[config.mk]
export PLATFORM = sky130hd
export DESIGN_NAME = sram_port_arbiter_flat
export DESIGN_NICKNAME = d
export VERILOG_FILES = /design/src/rtl/sram_arb_pkg.sv /design/src/rtl/sram_port_arbiter_if.sv /design/src/rtl/sram_arb_tag_fifo.sv /design/src/rtl/sram_port_arbiter.sv /design/src/flat_wrapper.sv
export SDC_FILE = /design/constraint.sdc
export NUM_CORES = 1
export LEC_CHECK = 0
export BUFFER_PORTS_ARGS = -buffer_cell sky130_fd_sc_hd__buf_2
export CORE_MARGIN = 2
export CORE_UTILIZATION = 50
export DETAILED_ROUTE_END_ITERATION = 10
export GPL_TIMING_DRIVEN = 0
export PLACE_DENSITY = 0.89
export RECOVER_POWER = 50
export SETUP_SLACK_MARGIN = 0.02
export SYNTH_ARGS = -nofsm -noshare
export SYNTH_HDL_FRONTEND = slang
export SYNTH_SLANG_ARGS = --single-unit
[constraint.sdc]
create_clock -name clk_clk -period 3.7 [get_ports clk_clk]
set_clock_uncertainty 0.1 [all_clocks]
set_input_delay 0.185 -clock clk_clk [delete_from_list [all_inputs] [get_ports clk_clk]]
set_output_delay 0.185 -clock clk_clk [all_outputs]
set_load 0.02 [all_outputs]
[src/rtl/sram_arb_pkg.sv]
// Shared widths and payload types for the SRAM port arbiter.
package sram_arb_pkg;
   localparam int unsigned ADDR_W = 20;
   localparam int unsigned DATA_W = 16;
   localparam int unsigned BE_W   = DATA_W / 8;

   typedef logic [0:0] port_id_t;

   typedef struct packed {
      logic [ADDR_W-1:0] addr;
      logic [BE_W-1:0]   be;
      logic              rd;
      logic              wr;
      logic [DATA_W-1:0] wdata;
   } sram_cmd_t;
endpackage

[src/rtl/sram_port_arbiter_if.sv]
// One Avalon-MM requester port: master drives the request, slave answers with waitrequest and read returns.
interface sram_port_arbiter_if;
   import sram_arb_pkg::*;

   logic [ADDR_W-1:0] address;
   logic [BE_W-1:0]   byteenable;
   logic              read;
   logic              write;
   logic [DATA_W-1:0] writedata;
   logic              waitrequest;
   logic [DATA_W-1:0] readdata;
   logic              readdatavalid;

   modport master (output address, byteenable, read, write, writedata,
                   input  waitrequest, readdata, readdatavalid);
   modport slave  (input  address, byteenable, read, write, writedata,
                   output waitrequest, readdata, readdatavalid);
endinterface

[src/rtl/sram_arb_tag_fifo.sv]
// In-order FIFO of 1-bit port tags, one entry per outstanding read; simultaneous push and pop allowed when full.
module sram_arb_tag_fifo
   import sram_arb_pkg::*;
#(
   parameter  int unsigned DEPTH = 4,
   localparam int unsigned PTR_W = $clog2(DEPTH),
   localparam int unsigned CNT_W = PTR_W + 1
) (
   input  logic             clk,
   input  logic             rst_n,
   input  logic             push,
   input  logic             pop,
   input  port_id_t         push_tag,
   output port_id_t         head_tag,
   output logic             full,
   output logic             empty,
   output logic [CNT_W-1:0] count
);
   port_id_t         mem_q [DEPTH];
   port_id_t         mem_d [DEPTH];
   logic [PTR_W-1:0] wr_ptr_q, wr_ptr_d, rd_ptr_q, rd_ptr_d;
   logic [CNT_W-1:0] count_q, count_d;
   logic             do_push, do_pop;

   always_comb begin
      mem_d    = mem_q;
      wr_ptr_d = wr_ptr_q;
      rd_ptr_d = rd_ptr_q;
      do_pop   = pop && (count_q != '0);
      do_push  = push && ((count_q != CNT_W'(DEPTH)) || do_pop);
      if (do_push) begin
         mem_d[wr_ptr_q] = push_tag;
         wr_ptr_d        = wr_ptr_q + PTR_W'(1);
      end
      if (do_pop) begin
         rd_ptr_d = rd_ptr_q + PTR_W'(1);
      end
      count_d = count_q + CNT_W'(do_push) - CNT_W'(do_pop);
   end

   always_ff @(posedge clk or negedge rst_n) begin
      if (!rst_n) begin
         mem_q    <= '{default: '0};
         wr_ptr_q <= '0;
         rd_ptr_q <= '0;
         count_q  <= '0;
      end else begin
         mem_q    <= mem_d;
         wr_ptr_q <= wr_ptr_d;
         rd_ptr_q <= rd_ptr_d;
         count_q  <= count_d;
      end
   end

   assign head_tag = mem_q[rd_ptr_q];
   assign full     = (count_q == CNT_W'(DEPTH));
   assign empty    = (count_q == '0);
   assign count    = count_q;
endmodule

[src/rtl/sram_port_arbiter.sv]
// Shares one SRAM controller Avalon-MM port between fetch (m0) and load/store (m1), steering read returns in order.
// Define SRAM_ARB_RR_EN for round-robin selection; otherwise port 1 has fixed priority over port 0.
module sram_port_arbiter
   import sram_arb_pkg::*;
#(
   parameter int unsigned MAX_PENDING = 4
) (
   input  logic                clk_clk,
   input  logic                reset_reset_n,
   sram_port_arbiter_if.slave  m0,
   sram_port_arbiter_if.slave  m1,
   output logic [ADDR_W-1:0]   controller_address,
   output logic [BE_W-1:0]     controller_byteenable,
   output logic                controller_read,
   output logic                controller_write,
   output logic [DATA_W-1:0]   controller_writedata,
   input  logic [DATA_W-1:0]   controller_readdata,
   input  logic                controller_readdatavalid,
   output logic                err_unexpected_rdv
);
   localparam int unsigned CNT_W = $clog2(MAX_PENDING) + 1;

   sram_cmd_t         cmd_q, cmd_d;
   sram_cmd_t         port_cmd [2];
   logic [1:0]        req, is_wr, elig, grant;
   logic              rd_slot;
   logic              fifo_push, fifo_pop, fifo_full, fifo_empty;
   port_id_t          head_tag, push_tag;
   logic [CNT_W-1:0]  unused_fifo_count;
   logic [1:0]        rdv_q, rdv_d;
   logic [DATA_W-1:0] rdata_q [2];
   logic [DATA_W-1:0] rdata_d [2];
   logic              err_q, err_d;
`ifdef SRAM_ARB_RR_EN
   port_id_t          last_q, last_d;
`endif

   // A write beats a simultaneous read on the same port.
   always_comb begin
      port_cmd[0] = '{addr: m0.address, be: m0.byteenable, rd: m0.read & ~m0.write,
                      wr: m0.write, wdata: m0.writedata};
      port_cmd[1] = '{addr: m1.address, be: m1.byteenable, rd: m1.read & ~m1.write,
                      wr: m1.write, wdata: m1.writedata};
   end

   // A return popping this cycle frees its slot for a read accepted in the same cycle.
   always_comb begin
      fifo_pop = controller_readdatavalid & ~fifo_empty;
      rd_slot  = ~fifo_full | fifo_pop;
      req      = {m1.read | m1.write, m0.read | m0.write};
      is_wr    = {m1.write, m0.write};
      elig     = req & (is_wr | {2{rd_slot}});
`ifdef SRAM_ARB_RR_EN
      grant    = (&elig) ? (last_q[0] ? 2'b01 : 2'b10) : elig;
`else
      grant    = elig[1] ? 2'b10 : elig;
`endif
      fifo_push = |(grant & ~is_wr);
      push_tag  = port_id_t'(grant[1]);
   end

`ifdef SRAM_ARB_RR_EN
   always_comb begin
      last_d = last_q;
      if (|grant) last_d = port_id_t'(grant[1]);
   end

   always_ff @(posedge clk_clk or negedge reset_reset_n) begin
      if (!reset_reset_n) last_q <= port_id_t'(1);
      else                last_q <= last_d;
   end
`endif

   always_comb begin
      cmd_d    = cmd_q;
      cmd_d.rd = 1'b0;
      cmd_d.wr = 1'b0;
      if (grant[1])      cmd_d = port_cmd[1];
      else if (grant[0]) cmd_d = port_cmd[0];
      rdv_d   = '0;
      rdata_d = rdata_q;
      err_d   = err_q | (controller_readdatavalid & fifo_empty);
      if (fifo_pop) begin
         rdv_d[head_tag]   = 1'b1;
         rdata_d[head_tag] = controller_readdata;
      end
   end

   always_ff @(posedge clk_clk or negedge reset_reset_n) begin
      if (!reset_reset_n) begin
         cmd_q   <= '0;
         rdv_q   <= '0;
         rdata_q <= '{default: '0};
         err_q   <= 1'b0;
      end else begin
         cmd_q   <= cmd_d;
         rdv_q   <= rdv_d;
         rdata_q <= rdata_d;
         err_q   <= err_d;
      end
   end

   sram_arb_tag_fifo #(.DEPTH(MAX_PENDING)) u_tag_fifo (
      .clk      (clk_clk),
      .rst_n    (reset_reset_n),
      .push     (fifo_push),
      .pop      (fifo_pop),
      .push_tag (push_tag),
      .head_tag (head_tag),
      .full     (fifo_full),
      .empty    (fifo_empty),
      .count    (unused_fifo_count)
   );

   assign m0.waitrequest   = ~grant[0];
   assign m1.waitrequest   = ~grant[1];
   assign m0.readdatavalid = rdv_q[0];
   assign m1.readdatavalid = rdv_q[1];
   assign m0.readdata      = rdata_q[0];
   assign m1.readdata      = rdata_q[1];

   assign controller_address    = cmd_q.addr;
   assign controller_byteenable = cmd_q.be;
   assign controller_read       = cmd_q.rd;
   assign controller_write      = cmd_q.wr;
   assign controller_writedata  = cmd_q.wdata;
   assign err_unexpected_rdv    = err_q;
endmodule

[src/flat_wrapper.sv]
// flat-port wrapper written by rule: the top's interface ports become plain ports
module sram_port_arbiter_flat import sram_arb_pkg::*;
#(
   parameter int unsigned MAX_PENDING = 4
)
  (clk_clk, reset_reset_n, controller_address, controller_byteenable, controller_read, controller_write, controller_writedata, controller_readdata, controller_readdatavalid, err_unexpected_rdv, m0_address, m0_byteenable, m0_read, m0_write, m0_writedata, m0_waitrequest, m0_readdata, m0_readdatavalid, m1_address, m1_byteenable, m1_read, m1_write, m1_writedata, m1_waitrequest, m1_readdata, m1_readdatavalid);
  sram_port_arbiter_if m0_i ();
  sram_port_arbiter_if m1_i ();
  input  logic clk_clk;
  input  logic reset_reset_n;
  output logic [ADDR_W-1:0] controller_address;
  output logic [BE_W-1:0] controller_byteenable;
  output logic controller_read;
  output logic controller_write;
  output logic [DATA_W-1:0] controller_writedata;
  input  logic [DATA_W-1:0] controller_readdata;
  input  logic controller_readdatavalid;
  output logic err_unexpected_rdv;
  input wire logic [$bits(m0_i.address)-1:0] m0_address;
  input wire logic [$bits(m0_i.byteenable)-1:0] m0_byteenable;
  input wire logic [$bits(m0_i.read)-1:0] m0_read;
  input wire logic [$bits(m0_i.write)-1:0] m0_write;
  input wire logic [$bits(m0_i.writedata)-1:0] m0_writedata;
  output wire logic [$bits(m0_i.waitrequest)-1:0] m0_waitrequest;
  output wire logic [$bits(m0_i.readdata)-1:0] m0_readdata;
  output wire logic [$bits(m0_i.readdatavalid)-1:0] m0_readdatavalid;
  input wire logic [$bits(m1_i.address)-1:0] m1_address;
  input wire logic [$bits(m1_i.byteenable)-1:0] m1_byteenable;
  input wire logic [$bits(m1_i.read)-1:0] m1_read;
  input wire logic [$bits(m1_i.write)-1:0] m1_write;
  input wire logic [$bits(m1_i.writedata)-1:0] m1_writedata;
  output wire logic [$bits(m1_i.waitrequest)-1:0] m1_waitrequest;
  output wire logic [$bits(m1_i.readdata)-1:0] m1_readdata;
  output wire logic [$bits(m1_i.readdatavalid)-1:0] m1_readdatavalid;
  assign m0_i.address = m0_address;
  assign m0_i.byteenable = m0_byteenable;
  assign m0_i.read = m0_read;
  assign m0_i.write = m0_write;
  assign m0_i.writedata = m0_writedata;
  assign m0_waitrequest = m0_i.waitrequest;
  assign m0_readdata = m0_i.readdata;
  assign m0_readdatavalid = m0_i.readdatavalid;
  assign m1_i.address = m1_address;
  assign m1_i.byteenable = m1_byteenable;
  assign m1_i.read = m1_read;
  assign m1_i.write = m1_write;
  assign m1_i.writedata = m1_writedata;
  assign m1_waitrequest = m1_i.waitrequest;
  assign m1_readdata = m1_i.readdata;
  assign m1_readdatavalid = m1_i.readdatavalid;
  sram_port_arbiter #(.MAX_PENDING(MAX_PENDING)) u_core (.clk_clk(clk_clk), .reset_reset_n(reset_reset_n), .m0(m0_i), .m1(m1_i), .controller_address(controller_address), .controller_byteenable(controller_byteenable), .controller_read(controller_read), .controller_write(controller_write), .controller_writedata(controller_writedata), .controller_readdata(controller_readdata), .controller_readdatavalid(controller_readdatavalid), .err_unexpected_rdv(err_unexpected_rdv));
endmodule
* After elaboration in Yosys (flattened, before gate mapping)
Index checks and enable logic that the tools add are counted.
Widths: inputs -> output; s select.
** Storage, ports and cells
- Register bits after elaboration :: 86
- Input bits :: 99
- Logic and storage cells :: 75
** Operators by class
- Add/subtract/negate cells :: 4
- Magnitude comparators :: 7
- Equality and inequality tests :: 2
- Muxes and demuxes :: 15
- Bitwise gates (word level) :: 21
- Reductions and logical operators :: 10
** Operators by type and width (number)
- $mux 40 :: 2
- $bwmux 32 :: 1
- $demux 16 s1 :: 1
- $mux 16 :: 1
- $ge 3x3->1 const B :: 2
- $not 1->1 :: 6
- $not 2->3 :: 2
- $logic_and 1x1->1 :: 5
- $add 2x1->2 const B :: 2
- $and 1x1->1 :: 4
- $and 2x2->2 :: 2
- $bwmux 4 :: 1
- $mux 1 :: 4
- $mux 2 :: 2
- $or 1x1->1 :: 4
- $add 3x1->3 :: 1
- $eq 3x3->1 const B :: 1
- $logic_not 3->1 :: 1
- $lt 3x1->1 const B :: 1
- $ne 3x3->1 const B :: 1
- $reduce_bool 3->1 :: 1
- $sub 3x1->3 :: 1
- $bmux 1 s2 :: 1
- $demux 1 s2 :: 1
- other kinds (11) :: 11

* Logic depth before layout (Yosys ltp)
Gate-level depths: netlist of the first run.
- Depth in word-level cells :: 12
- Gate-level depth with buffers :: 12

* Hierarchy
From an unflattened synthesis of the first run, not the netlist that was laid out.
** Second synthesis, totals
- Cell total of the unflattened synthesis :: 307
- Area total of the unflattened synthesis :: 3783.6 µm²
** By module, submodules not included
- sram_port_arbiter :: times used 1, cells each 259, area an instance 3174.3 µm², sequential area each 1876.8 µm²
- sram_arb_tag_fifo :: times used 1, cells each 48, area an instance 609.3 µm², sequential area each 275.3 µm²

* Worst setup path before layout of the first run
Ideal clock, no wire load.
- Path type :: flip-flop to flip-flop
- Start point :: register u_core.u_tag_fifo.count_q[1], in the netlist u_core.u_tag_fifo.count[1]
- End point :: register u_core.u_tag_fifo.count_q[2], in the netlist u_core.u_tag_fifo.count[2]
- Library setup time :: 0.123 ns
- Data arrival time :: 2.332 ns
- Slack :: 1.145 ns
- Cell stages (with the launch flop) :: 13
- Buffers on the path :: 1
- Clock period less this slack :: 2.555 ns
- Path through :: dfrtp_1 -> or4b_1 -> buf_2 -> o21ai_0 -> nor2_1 -> inv_1 -> ha_1 -> inv_1 -> ha_1 -> inv_1 -> fa_1 -> xnor2_1 -> xnor2_1
** On the way
- Word-level cells in the longest chain between the ends :: 12
- Elaborated cells between the ends (all ways) :: 18
- Classes of those cells :: 2 x add/sub; 2 x eq/ne; 1 x mux; 7 x bitwise; 6 x reduce/logical
** Ends and longest elaborated chain
- from (decl) :: RTL line sram_arb_tag_fifo.sv:22 : logic [CNT_W-1:0] count_q, count_d;
- from (signal assigned) :: RTL line sram_arb_tag_fifo.sv:51 : count_q <= count_d;
- $logic_not 3->1 :: RTL line sram_arb_tag_fifo.sv:57 : assign empty = (count_q == '0);
- $not 1->1 :: RTL line sram_port_arbiter.sv:48 : fifo_pop = controller_readdatavalid & ~fifo_empty;
- $and 1x1->1 :: RTL line sram_port_arbiter.sv:48
- $or 1x1->1 :: RTL line sram_port_arbiter.sv:49 : rd_slot = ~fifo_full | fifo_pop;
- $or 2x2->2 :: RTL line sram_port_arbiter.sv:52 : elig = req & (is_wr | {2{rd_slot}});
- $and 2x2->2 :: RTL line sram_port_arbiter.sv:52
- $mux 2 :: RTL line sram_port_arbiter.sv:56 : grant = elig[1] ? 2'b10 : elig;
- $and 2x2->2 :: RTL line sram_port_arbiter.sv:58 : fifo_push = |(grant & ~is_wr);
- $reduce_or 2->1 :: RTL line sram_port_arbiter.sv:58
- $logic_and 1x1->1 :: RTL line sram_arb_tag_fifo.sv:30 : do_push = push && ((count_q != CNT_W'(DEPTH)) || do_pop);
- $add 3x1->3 :: RTL line sram_arb_tag_fifo.sv:38 : count_d = count_q + CNT_W'(do_push) - CNT_W'(do_pop);
- $sub 3x1->3 (*) :: RTL line sram_arb_tag_fifo.sv:38
- net u_core.u_tag_fifo.count_d[2] :: RTL line sram_arb_tag_fifo.sv:22
Mark *: on every way through the listed nets, which the timed path passes. The rest lies on a longest branch.
A chain may end at the register's enable or synchronous reset.

* Worst setup path after layout of the first run
- Start point :: input port controller_readdatavalid
- End point :: register u_core.u_tag_fifo.count_q[2], in the netlist u_core.u_tag_fifo.count[2]
** On the way
- Word-level cells in the longest chain between the ends :: 10
- Elaborated cells between the ends (all ways) :: 12
- Classes of those cells :: 2 x add/sub; 1 x mux; 5 x bitwise; 4 x reduce/logical
** Ends and longest elaborated chain
- from (decl) :: RTL line flat_wrapper.sv:17 : input logic controller_readdatavalid;
- $and 1x1->1 (*) :: RTL line sram_port_arbiter.sv:48
- $or 1x1->1 :: RTL line sram_port_arbiter.sv:49
- $or 2x2->2 :: RTL line sram_port_arbiter.sv:52
- $and 2x2->2 :: RTL line sram_port_arbiter.sv:52
- $mux 2 :: RTL line sram_port_arbiter.sv:56
- $and 2x2->2 :: RTL line sram_port_arbiter.sv:58
- $reduce_or 2->1 :: RTL line sram_port_arbiter.sv:58
- $logic_and 1x1->1 :: RTL line sram_arb_tag_fifo.sv:30
- $add 3x1->3 :: RTL line sram_arb_tag_fifo.sv:38
- $sub 3x1->3 (*) :: RTL line sram_arb_tag_fifo.sv:38
- net u_core.u_tag_fifo.count_d[2] :: RTL line sram_arb_tag_fifo.sv:22
Marked as above.

==> impl_summary.log, run 1 <==
[metrics] Reg2Reg Launch Point: u_core.u_tag_fifo.count[1]
[metrics] global route total overflow: 0
[metrics] Setup Total Neg Slack: 0 ns
[metrics] Final GP Congestion: between 0.8 and 0.9
[metrics] Critical Path Source: controller_readdatavalid
[metrics] Layout Area Growth over Synthesis: 45.81%
[metrics] proportion of synthesized area in mux cells: 21.00%
[metrics] CTS Buf Count: 9
[metrics] global-route wire length before repair: 17.41 mm
[metrics] critical path data required time: 3.87 ns
[metrics] mean cell area of the mapped netlist: ~12 um^2
[metrics] Leakage Power: 0.002528 uW
[metrics] CTS clk-pin slew, worst paths: ~0.09 ns
[metrics] Antenna Nets Post-Route: 0
[metrics] non-filler instance count after layout: 637
[metrics] count of cell types in the netlist: 25
[metrics] run status: finished, violations left
[metrics] detailed-routing iteration count for the pre-antenna-repair pass: 4
[metrics] Worst Setup EP: u_core.u_tag_fifo.count[2]
[metrics] via count of the first global-routing pass: approximately 3,600
[metrics] die extent in y: 89.88 um
[metrics] count of warnings emitted by yosys: 0
[metrics] critical path type: input pin to flop
[metrics] pin count of the biggest net entering global routing: 45
[metrics] Routed WL per cell: 16.33 um
[metrics] cell type with the largest total area after synthesis: sky130_fd_sc_hd__dfrtp_1
[metrics] estimated wirelength of the detail-placed design: 6.751 mm
[metrics] count of state elements after synthesis: 86
[metrics] worst skew pair latency: 0.35 ns
[metrics] # nets final: 639
[metrics] total clock sinks: 86
[metrics] initial standard-cell utilization of the core: 51.11%
[metrics] standard cell core area: between 7000 and 8000 um^2
[metrics] Max VDD drop: between 0.3 and 0.4 mV
[metrics] Final period util: 76.60%
[metrics] post-synthesis cell area: between 3000 and 4000 um^2
[metrics] portion of synthesized cell area occupied by the leading cell type: 58.36%
[metrics] biggest area contributors in the synthesized netlist: sky130_fd_sc_hd__dfrtp_1 (58%), sky130_fd_sc_hd__mux2i_1 (10%), sky130_fd_sc_hd__mux2_2 (10%), sky130_fd_sc_hd__a21oi_1 (5.2%), sky130_fd_sc_hd__nor2_1 (4.0%)
[metrics] cell area after layout: 5376 um^2
[metrics] setup repair after global routing missed its margin: false
[metrics] first-iteration detailed-routing DRC count: 107
[metrics] worst r2r path cells: 12
[metrics] Worst Path Max Fanout: 5
[metrics] fillers: around 520
[metrics] die area: 8078 um^2
[metrics] DRC violations left: 0
[metrics] power density relative to cell area: 676.5 nW/um^2
[metrics] category of the worst setup path launch point: input pin
[metrics] width of the chip: 89.88 um
[metrics] data arrival time at the worst-slack endpoint: about 3.0 ns
[metrics] antenna diode count: 0
[metrics] actual transition at the worst max-transition pin: 2.387 ns
[metrics] xor and xnor fraction of the mapped netlist area: 1.188%
[metrics] maximum level of the CTS H-tree: 3
[metrics] total of max-cap violations: 1
[metrics] sequential-to-total area share from yosys stat: 58.36%
[metrics] Reg-to-Reg End: u_core.u_tag_fifo.count[2]
[metrics] number of antenna violations at the first check in global routing: 0
[metrics] number of hold violations in the final report: 0
[metrics] Min-Delay Path Class: input pin to flop
[metrics] total instance count after detailed placement: 572
[metrics] share of the synthesized area in compound gates (AO/OA/AOI/OAI): between 7 and 8%
[metrics] Setup crit end kind: flop
[metrics] Tot GR Track Use: 27.05%
[metrics] cts-stage hold buffer count: 49
[metrics] share of synthesized cell area in and, or, nand and nor gates: 6.142%
[metrics] violations in the final reports: capacitance limit, slew limit
[metrics] number of vias in the routed layout: 3,231
[metrics] Port-buffer cells: 175
[metrics] final number of setup-violating endpoints: 0
[metrics] TritonCTS clock tree: built
[metrics] Max Clk Rate: 352.8 MHz
[metrics] floorplan row count: 31
[metrics] final count of pins violating max slew: 44
[metrics] post-synthesis adder-cell area fraction: 2.579%
[metrics] largest family of logic cells by synthesized area: multiplexers
[metrics] worst slew margin relative to its limit: -59.10%
[metrics] syn nets: slightly above 400
[metrics] fraction of the core area covered by cells at the end of the flow: roughly 75%
[metrics] Post-CTS Repair Setup Buffers: 0
[metrics] Root Buffer Master: sky130_fd_sc_hd__clkbuf_8
[metrics] Max Buffers Root-to-Sink: 2
[metrics] routed wire length: approximately 10 mm
[metrics] cells after synthesis: 297
[metrics] via density per instance: 5.072
[metrics] count of cells resized by post-cts repair: 0
[metrics] dpl cell area: 4710 um^2
[metrics] count of boundary I/O pins: 176
[metrics] fraction of final layout cells sized beyond drive strength 1: 37.36%
[metrics] clock period minus worst slack: 2.834 ns
[metrics] slack of the worst reg-to-reg path: 0.93 ns
## report_power, final
group	switching, uW	internal [uW]
registers	188	1260
clock network	355	390
logic	823	626
## cells by family after synthesis
group,after synthesis
compound gates,51
xor+xnor,5
fa+ha+maj,7
buf+inv,23
flops,86
mux,72
simple gates,53
## worst max-delay path, cell delays in order
cell	delay (ns)
sky130_fd_sc_hd__dlygate4sd3_1	0.54
sky130_fd_sc_hd__buf_2	0.14
sky130_fd_sc_hd__or4b_1	0.51
sky130_fd_sc_hd__buf_2	0.18
sky130_fd_sc_hd__o21ai_0	0.09
sky130_fd_sc_hd__nor2_1	0.12
sky130_fd_sc_hd__inv_1	0.08
sky130_fd_sc_hd__ha_1	0.22
sky130_fd_sc_hd__inv_1	0.06
sky130_fd_sc_hd__ha_1	0.13
sky130_fd_sc_hd__inv_1	0.05
sky130_fd_sc_hd__fa_1	0.37
sky130_fd_sc_hd__xnor2_1	0.18
sky130_fd_sc_hd__xnor2_1	0.14
## sequential cells by signal, indices dropped and copies added, names as in the netlist
name,count
u_core.u_tag_fifo.count,3
u_core.controller_read,1
u_core.u_tag_fifo.wr_ptr_q,2
u_core.controller_writedata,16
u_core.controller_byteenable,2
u_core.u_tag_fifo.mem_q,4
u_core.err_unexpected_rdv,1
u_core.rdv_q,2
u_core.controller_write,1
u_core.controller_address,20
u_core.m1.readdata,16
u_core.m0.readdata,16
u_core.u_tag_fifo.rd_ptr_q,2
## through the flow
step / setup WS, ns / hold WS [ns] / power (uW)
final: 0.8657 / 0.01353 / 3637
after global routing: 0.6797 / 0.005787 / 3850
after CTS: 0.8698 / 0.00008810 / 3668
after detailed placement: 0.9570 / 0.1137 / 2876
after global placement: 1.037 / 0.3222 / 2790
after floorplan: 1.145 / -0.2106 / 2373
## per-layer routing
layer  up-vias  GRT usage, %  share of wire [%]
li1       1491             -                  -
met1      1561         29.58                 37
met2       138         49.18                 54
met3        41         4.191                4.1
met4         0         16.79                4.7
met5         -             0                  0
## worst min-delay path by stage
stage,startpoint,end,cells past startpoint
floorplan,reset_reset_n,u_core.controller_address[0],0
global placement,controller_readdatavalid,u_core.err_unexpected_rdv,2
detailed placement,reset_reset_n,u_core.m0.readdata[13],1
CTS,m1_address[18],u_core.controller_address[18],3
global route,m0_write,u_core.controller_write,2
finish,m1_address[18],u_core.controller_address[18],3
## area by class of cell
class                      instances  area (um^2)  share of cell area, %
timing repair buffer             225         1339                  24.90
buffer                            15        90.09                  1.676
inverter                           8        30.03                 0.5585
clock inverter                     7        102.6                  1.908
sequential                        86         2152                  40.03
tap                               99        123.9                  2.304
multi-input combinational        188         1415                  26.32
clock buffer                       9        123.9                  2.304
## cell usage in the layout, fill, tap and decap left out
cell and n:
sky130_fd_sc_hd__a21o_1 2, sky130_fd_sc_hd__a21oi_1 38, sky130_fd_sc_hd__a21oi_2 1, sky130_fd_sc_hd__a21oi_4 1, sky130_fd_sc_hd__buf_12 1, sky130_fd_sc_hd__buf_2 143, sky130_fd_sc_hd__buf_4 2, sky130_fd_sc_hd__buf_6 1
sky130_fd_sc_hd__buf_8 1, sky130_fd_sc_hd__bufinv_16 2, sky130_fd_sc_hd__clkbuf_1 43, sky130_fd_sc_hd__clkbuf_8 9, sky130_fd_sc_hd__clkinv_2 1, sky130_fd_sc_hd__clkinv_4 1, sky130_fd_sc_hd__dfrtp_1 86, sky130_fd_sc_hd__dlygate4sd3_1 49
sky130_fd_sc_hd__fa_1 1, sky130_fd_sc_hd__ha_1 6, sky130_fd_sc_hd__inv_1 8, sky130_fd_sc_hd__inv_6 2, sky130_fd_sc_hd__inv_8 1, sky130_fd_sc_hd__mux2_2 33, sky130_fd_sc_hd__mux2i_1 38, sky130_fd_sc_hd__mux4_2 1
sky130_fd_sc_hd__nand2_1 4, sky130_fd_sc_hd__nand2b_1 6, sky130_fd_sc_hd__nor2_1 39, sky130_fd_sc_hd__nor2_2 1, sky130_fd_sc_hd__nor2b_1 1, sky130_fd_sc_hd__nor3_1 1, sky130_fd_sc_hd__o21ai_0 9, sky130_fd_sc_hd__or4b_1 1
sky130_fd_sc_hd__xnor2_1 5
## synth_stat cells
master / instances
sky130_fd_sc_hd__fa_1: 1
sky130_fd_sc_hd__a21o_1: 2
sky130_fd_sc_hd__mux2_2: 33
sky130_fd_sc_hd__nor2b_1: 1
sky130_fd_sc_hd__nor3_1: 1
sky130_fd_sc_hd__mux4_2: 1
sky130_fd_sc_hd__nor2_1: 39
sky130_fd_sc_hd__a21oi_1: 38
sky130_fd_sc_hd__buf_8: 1
sky130_fd_sc_hd__nand2_1: 4
sky130_fd_sc_hd__a21oi_2: 1
sky130_fd_sc_hd__ha_1: 6
sky130_fd_sc_hd__clkbuf_1: 5
sky130_fd_sc_hd__or4b_1: 1
sky130_fd_sc_hd__buf_4: 2
sky130_fd_sc_hd__dfrtp_1: 86
sky130_fd_sc_hd__a21oi_4: 1
sky130_fd_sc_hd__buf_2: 6
sky130_fd_sc_hd__nand2b_1: 6
sky130_fd_sc_hd__buf_6: 1
sky130_fd_sc_hd__inv_1: 8
sky130_fd_sc_hd__nor2_2: 1
sky130_fd_sc_hd__o21ai_0: 9
sky130_fd_sc_hd__xnor2_1: 5
sky130_fd_sc_hd__mux2i_1: 38
No activity file was read; power rests on OpenSTA's default activity.
==> inputs of run 2 (changes only) <==
Settings changed: CORE_UTILIZATION 50 to 42, PLACE_DENSITY 0.89 to 0.81.
Clock period 3.7 ns to 2.5 ns, I/O delays scaled along.
==> impl_summary.log, run 2 (same netlist as run 1, synthesis figures left out) <==
[metrics] die extent in y: between 90 and 100 um
[metrics] Final period util: 98.84%
[metrics] standard cell core area: 8636 um^2
[metrics] Antenna Nets Post-Route: 0
[metrics] DRC violations left: 0
[metrics] top library cells by usage in the layout, fill and taps aside: sky130_fd_sc_hd__buf_2 (178), sky130_fd_sc_hd__dlygate4sd3_1 (92), sky130_fd_sc_hd__dfrtp_1 (86)
[metrics] number of antenna violations at the first check in global routing: 0
[metrics] Tot GR Track Use: 24.31%
[metrics] net switching power of the design: 1985 uW
[metrics] Worst Path Max Fanout: 10
[metrics] clock power share: 16.6%
[metrics] detailed-routing iteration count for the pre-antenna-repair pass: 4
[metrics] part of the power in combinational logic: 43.4%
[metrics] Max Clk Rate: between 400 and 500 MHz
[metrics] global-route wire length before repair: 18.29 mm
[metrics] run status: completed
[metrics] floorplan row count: 34
[metrics] TritonCTS clock tree: built
[metrics] antenna diode count: 0
[metrics] CTS clk-pin slew, worst paths: 0.10 ns
[metrics] Max VDD drop: between 0.4 and 0.5 mV
[metrics] Max Buffers Root-to-Sink: 2
[metrics] count of boundary I/O pins: approximately 180
[metrics] total of max-cap violations: 0
[metrics] area of combinational cells with multiple inputs: 1440 um^2
[metrics] via density per instance: ~5.0
[metrics] internal power: approximately 3300 uW
[metrics] power density relative to cell area: 897.2 nW/um^2
[metrics] critical path data required time: 2.28 ns
[metrics] actual transition at the worst max-transition pin: about 1.0 ns
[metrics] Min-Delay Path Class: input pin to flop
[metrics] total instance count after detailed placement: 581
[metrics] global route total overflow: 0
[metrics] Root Buffer Master: sky130_fd_sc_hd__clkbuf_8
[metrics] Port-buffer cells: roughly 180
[metrics] area taken by flip-flops and latches: between 2000 and 2500 um^2
[metrics] final count of pins violating max slew: 0
[metrics] estimated wirelength of the detail-placed design: ~6.8 mm
[metrics] Leakage Power: 0.002802 uW
[metrics] max reg flops: 20
[metrics] routed wire length: 11.30 mm
[metrics] Routed WL per cell: 16.38 um
[metrics] clock period minus worst slack: 2.471 ns
[metrics] worst slew margin relative to its limit: 30.82%
[metrics] CTS Buf Count: 9
[metrics] Setup crit end kind: output pin
[metrics] # nets final: between 600 and 700
[metrics] data arrival time at the worst-slack endpoint: 2.25 ns
[metrics] non-filler instance count after layout: 690
[metrics] maximum level of the CTS H-tree: 3
[metrics] first-iteration detailed-routing DRC count: 114
[metrics] number of hold violations in the final report: 0
[metrics] via count of the first global-routing pass: 3,801
[metrics] final number of setup-violating endpoints: 0
[metrics] total clock sinks: 86
[metrics] category of the worst setup path launch point: flop
[metrics] setup repair after global routing missed its margin: true
[metrics] initial standard-cell utilization of the core: 42.70%
[metrics] die area: roughly 9500 um^2
[metrics] number of vias in the routed layout: 3,444
[metrics] fraction of power spent switching nets: 37.74%
[metrics] width of the chip: 97.70 um
[metrics] sequential fraction of design power: between 40% and 50%
[metrics] Final GP Congestion: 0.8568
[metrics] most common cell after layout, fill and taps aside: sky130_fd_sc_hd__buf_2
[metrics] Setup Total Neg Slack: 0 ns
[metrics] pin count of the biggest net entering global routing: 50
[metrics] worst skew pair latency: 0.34 ns
[metrics] slack of the worst reg-to-reg path: 0.04 ns
[metrics] Layout Area Growth over Synthesis: 59.01%
[metrics] critical path type: flop to output pin
[metrics] fillers: 621
[metrics] fraction of final layout cells sized beyond drive strength 1: 42.27%
-- run 2: timing repair --
action,in CTS,in global routing
setup endpoints to repair,4,10
buffers inserted,2,0
cloned,0,0
endpoints found under the hold margin,109,1
gates resized for setup,5,4
pin swaps,3,1
hold buffers,91,1
-- run 2: worst paths after layout --
kind,startpoint,cells after the start,endpoint
min reg2reg,u_core.err_unexpected_rdv,1,u_core.err_unexpected_rdv
max in group asynchronous,reset_reset_n,3,u_core.m0.readdata[2]
max reg2reg,u_core.u_tag_fifo.count[1],11,u_core.u_tag_fifo.count[2]
min,m0_address[0],3,u_core.controller_address[0]
min in group asynchronous,reset_reset_n,2,u_core.controller_address[0]
max,u_core.u_tag_fifo.count[1],6,m0_waitrequest
-- run 2: cell type report --
cell class              count  area share [%]
repair buffers            270           31.37
well taps                 108           2.305
plain buffers              14           1.579
clock buffers              10           2.177
clock inverters             6          0.7896
multi-input cells         188           24.56
flip-flops and latches     86           36.71
inverters                   8          0.5122
-- run 2: metal layers --
| metal | global-route usage, % | routed length, um | up-vias |
|---|---|---|---|
| met2 | 43.66 | 6065 | 143 |
| li1 | - | - | 1582 |
| met5 | 0 | 0 | - |
| met1 | 26.16 | 4144 | 1674 |
| met4 | 13.89 | 506 | 0 |
| met3 | 5.468 | 583 | 45 |
-- run 2: power by group through the flow --
stage | Clock, uW | Sequential (uW) | Combinational [uW]
after floorplan | 0 | 2570 | 949
after global placement | 0 | 2100 | 2050
after detailed placement | 0 | 2130 | 2110
after CTS | 909 | 2100 | 2280
after global routing | 966 | 2160 | 2460
final | 872 | 2110 | 2280
-- run 2: through the flow --
stage | power (uW) | util, % | hold WS, ns | area [um^2] | setup slack (ns)
global placement | 4153 | 54.51 | 0.2633 | 4707 | -0.1694
detailed placement | 4246 | 54.85 | 0.03822 | 4737 | -0.1743
floorplan | 3519 | - | -0.2706 | 3696 | -0.05425
global route | 5586 | 67.89 | 0.01366 | 5863 | -0.06210
finish | 5260 | 67.89 | 0.01746 | 5863 | 0.02904
CTS | 5282 | 67.76 | 0.002383 | 5852 | -0.03865
-- run 2: worst max-delay path: stages, from the launching register on --
cell and delay [ns]:
sky130_fd_sc_hd__dfrtp_1 0.39, sky130_fd_sc_hd__or4b_4 0.58, sky130_fd_sc_hd__a21oi_4 0.25, sky130_fd_sc_hd__buf_8 0.19
sky130_fd_sc_hd__buf_8 0.17, sky130_fd_sc_hd__nand2b_1 0.14, sky130_fd_sc_hd__buf_2 0.17
==> inputs of run 3 (changes only) <==
Settings changed: CORE_MARGIN 2 to 5, CORE_UTILIZATION 42 to 46, PLACE_DENSITY 0.81 to 0.84.
Clock period 2.5 ns to 2.7 ns, I/O delays scaled along.
==> impl_summary.log, run 3 (same netlist as run 1, synthesis figures left out) <==
[metrics] global route total overflow: 0
[metrics] count of boundary I/O pins: 176
[metrics] # nets final: 674
[metrics] Max Buffers Root-to-Sink: 2
[metrics] CTS clk-pin slew, worst paths: 0.09 ns
[metrics] data arrival time at the worst-slack endpoint: about 2.7 ns
[metrics] top library cells by usage in the layout, fill and taps aside: sky130_fd_sc_hd__buf_2 (142), sky130_fd_sc_hd__dfrtp_1 (86), sky130_fd_sc_hd__dlygate4sd3_1 (83), sky130_fd_sc_hd__clkbuf_1 (42)
[metrics] Setup crit end kind: flop
[metrics] power density relative to cell area: 881.3 nW/um^2
[metrics] worst slew margin relative to its limit: 33.09%
[metrics] Port-buffer cells: 175
[metrics] critical path data required time: 2.86 ns
[metrics] Min-Delay Path Class: input pin to flop
[metrics] area taken by flip-flops and latches: 2152 um^2
[metrics] clock period minus worst slack: 2.557 ns
[metrics] dpl cell area: 4721 um^2
[metrics] Reg2Reg Launch Point: u_core.u_tag_fifo.count[1]
[metrics] floorplan row count: 32
[metrics] initial standard-cell utilization of the core: a little under half
[metrics] Reg-to-Reg End: u_core.u_tag_fifo.count[2]
[metrics] fraction of final layout cells sized beyond drive strength 1: 36.30%
[metrics] fraction of the core area covered by cells at the end of the flow: between 70% and 80%
[metrics] maximum level of the CTS H-tree: 3
[metrics] actual transition at the worst max-transition pin: between 1 and 1.5 ns
[metrics] Max Clk Rate: 391.0 MHz
[metrics] DRC violations left: 0
[metrics] slack of the worst reg-to-reg path: roughly 0.14 ns
[metrics] Power Total: 5079 uW
[metrics] Final GP Congestion: approximately 0.8
[metrics] total of max-cap violations: 0
[metrics] pin count of the biggest net entering global routing: 51
[metrics] post-route setup slack: roughly 0.14 ns
[metrics] routed wire length: roughly 12 mm
[metrics] via density per instance: around 5
[metrics] Tot GR Track Use: 23.91%
[metrics] Min-Delay Endpoint: u_core.controller_writedata[5]
[metrics] standard cell core area: 7767 um^2
[metrics] critical path type: flop to flop
[metrics] TritonCTS clock tree: built
[metrics] setup repair after global routing missed its margin: false
[metrics] Leakage Power: 0.002686 uW
[metrics] estimated wirelength of the detail-placed design: 7.488 mm
[metrics] cell area after layout: ~5800 um^2
[metrics] worst skew pair latency: around 0.34 ns
[metrics] total clock sinks: 86
[metrics] max reg flops: 20
[metrics] fillers: 514
[metrics] Root Buffer Master: sky130_fd_sc_hd__clkbuf_8
[metrics] final count of pins violating max slew: 0
[metrics] Max VDD drop: 0.5286 mV
[metrics] Final period util: 94.72%
[metrics] number of antenna violations at the first check in global routing: 1
[metrics] via count of the first global-routing pass: 3,863
[metrics] Routed WL per cell: around 18 um
[metrics] die area: 9906 um^2
[metrics] final number of setup-violating endpoints: 0
[metrics] Worst Path Max Fanout: 5
[metrics] die extent in y: around 100 um
[metrics] category of the worst setup path launch point: flop
[metrics] number of hold violations in the final report: 0
[metrics] Antenna Nets Post-Route: 0
[metrics] run status: completed
[metrics] worst r2r path cells: 12
[metrics] first-iteration detailed-routing DRC count: 116
[metrics] worst hold stages: 3
[metrics] Setup Total Neg Slack: 0 ns
[metrics] width of the chip: 99.53 um
[metrics] origin of the worst min-delay path: m0_writedata[5]
[metrics] detailed-routing iteration count for the pre-antenna-repair pass: 4
[metrics] number of vias in the routed layout: 3,421
[metrics] placement-stage worst setup slack: -0.01714 ns
[metrics] area of combinational cells with multiple inputs: 1435 um^2
[metrics] most common cell after layout, fill and taps aside: sky130_fd_sc_hd__buf_2
[metrics] CTS Buf Count: 9
[metrics] global-route wire length before repair: 18.59 mm
[metrics] Layout Area Growth over Synthesis: 56.29%
run 3: power breakdown:
group | total (uW) | switching, uW | internal [uW]
clock network | 1020 | 488 | 533
registers | 1970 | 247 | 1720
logic | 2090 | 1170 | 917
run 3: area by class of cell:
| type | instances | share of cell area [%] |
|---|---|---|
| tap | 102 | 2.214 |
| antenna | 1 | 0.04342 |
| timing repair buffer | 260 | 29.35 |
| multi-input combinational | 188 | 24.90 |
| clock inverter | 7 | 1.780 |
| inverter | 8 | 0.5211 |
| clock buffer | 9 | 2.149 |
| buffer | 15 | 1.693 |
| sequential | 86 | 37.34 |
run 3: repair_timing:
| item | in CTS | in global routing |
|---|---|---|
| endpoints found under the hold margin | 109 | 0 |
| endpoints found under the setup margin | 2 | 2 |
| hold buffers | 83 | 0 |
| pin swaps | 0 | 2 |
| gates resized for setup | 0 | 10 |
| buffers inserted | 1 | 0 |
run 3: worst max path at each step:
stage | from | endpoint | slack [ns] | cells past startpoint
detailed placement | u_core.u_tag_fifo.count[1] | u_core.u_tag_fifo.count[2] | -0.02 | 12
CTS | u_core.u_tag_fifo.count[1] | u_core.u_tag_fifo.count[2] | 0.02 | 12
finish | u_core.u_tag_fifo.count[1] | u_core.u_tag_fifo.count[2] | 0.14 | 12
global route | u_core.u_tag_fifo.count[1] | u_core.u_tag_fifo.count[2] | 0.01 | 12
floorplan | u_core.u_tag_fifo.count[1] | u_core.u_tag_fifo.count[2] | 0.15 | 12
global placement | u_core.u_tag_fifo.count[1] | u_core.u_tag_fifo.count[2] | 0.03 | 12
run 3: worst max-delay path: stages, from the launching register on:
cell and delay, ns:
sky130_fd_sc_hd__dfrtp_1 0.39, sky130_fd_sc_hd__or4b_4 0.52, sky130_fd_sc_hd__buf_6 0.15, sky130_fd_sc_hd__o21ai_2 0.06, sky130_fd_sc_hd__nor2_2 0.08, sky130_fd_sc_hd__inv_1 0.06
sky130_fd_sc_hd__ha_1 0.22, sky130_fd_sc_hd__inv_1 0.06, sky130_fd_sc_hd__ha_1 0.13, sky130_fd_sc_hd__inv_1 0.05, sky130_fd_sc_hd__fa_2 0.35, sky130_fd_sc_hd__xnor2_2 0.15
sky130_fd_sc_hd__xnor2_1 0.17
run 3: stage by stage:
stage / hold slack, ns / std cells
after floorplan: -0.2606 / 297
after global placement: 0.2659 / 574
after detailed placement: 0.03945 / 575
after CTS: 0.0007486 / 675
after global routing: 0.02105 / 676
final: 0.003978 / 676
run 3: routing by layer:
metal | GRT usage, % | wire length [um]
met2 | 45.35 | 6525
met3 | 3.436 | 585
met1 | 24.66 | 4132
met4 | 14.18 | 605
met5 | 0 | 0
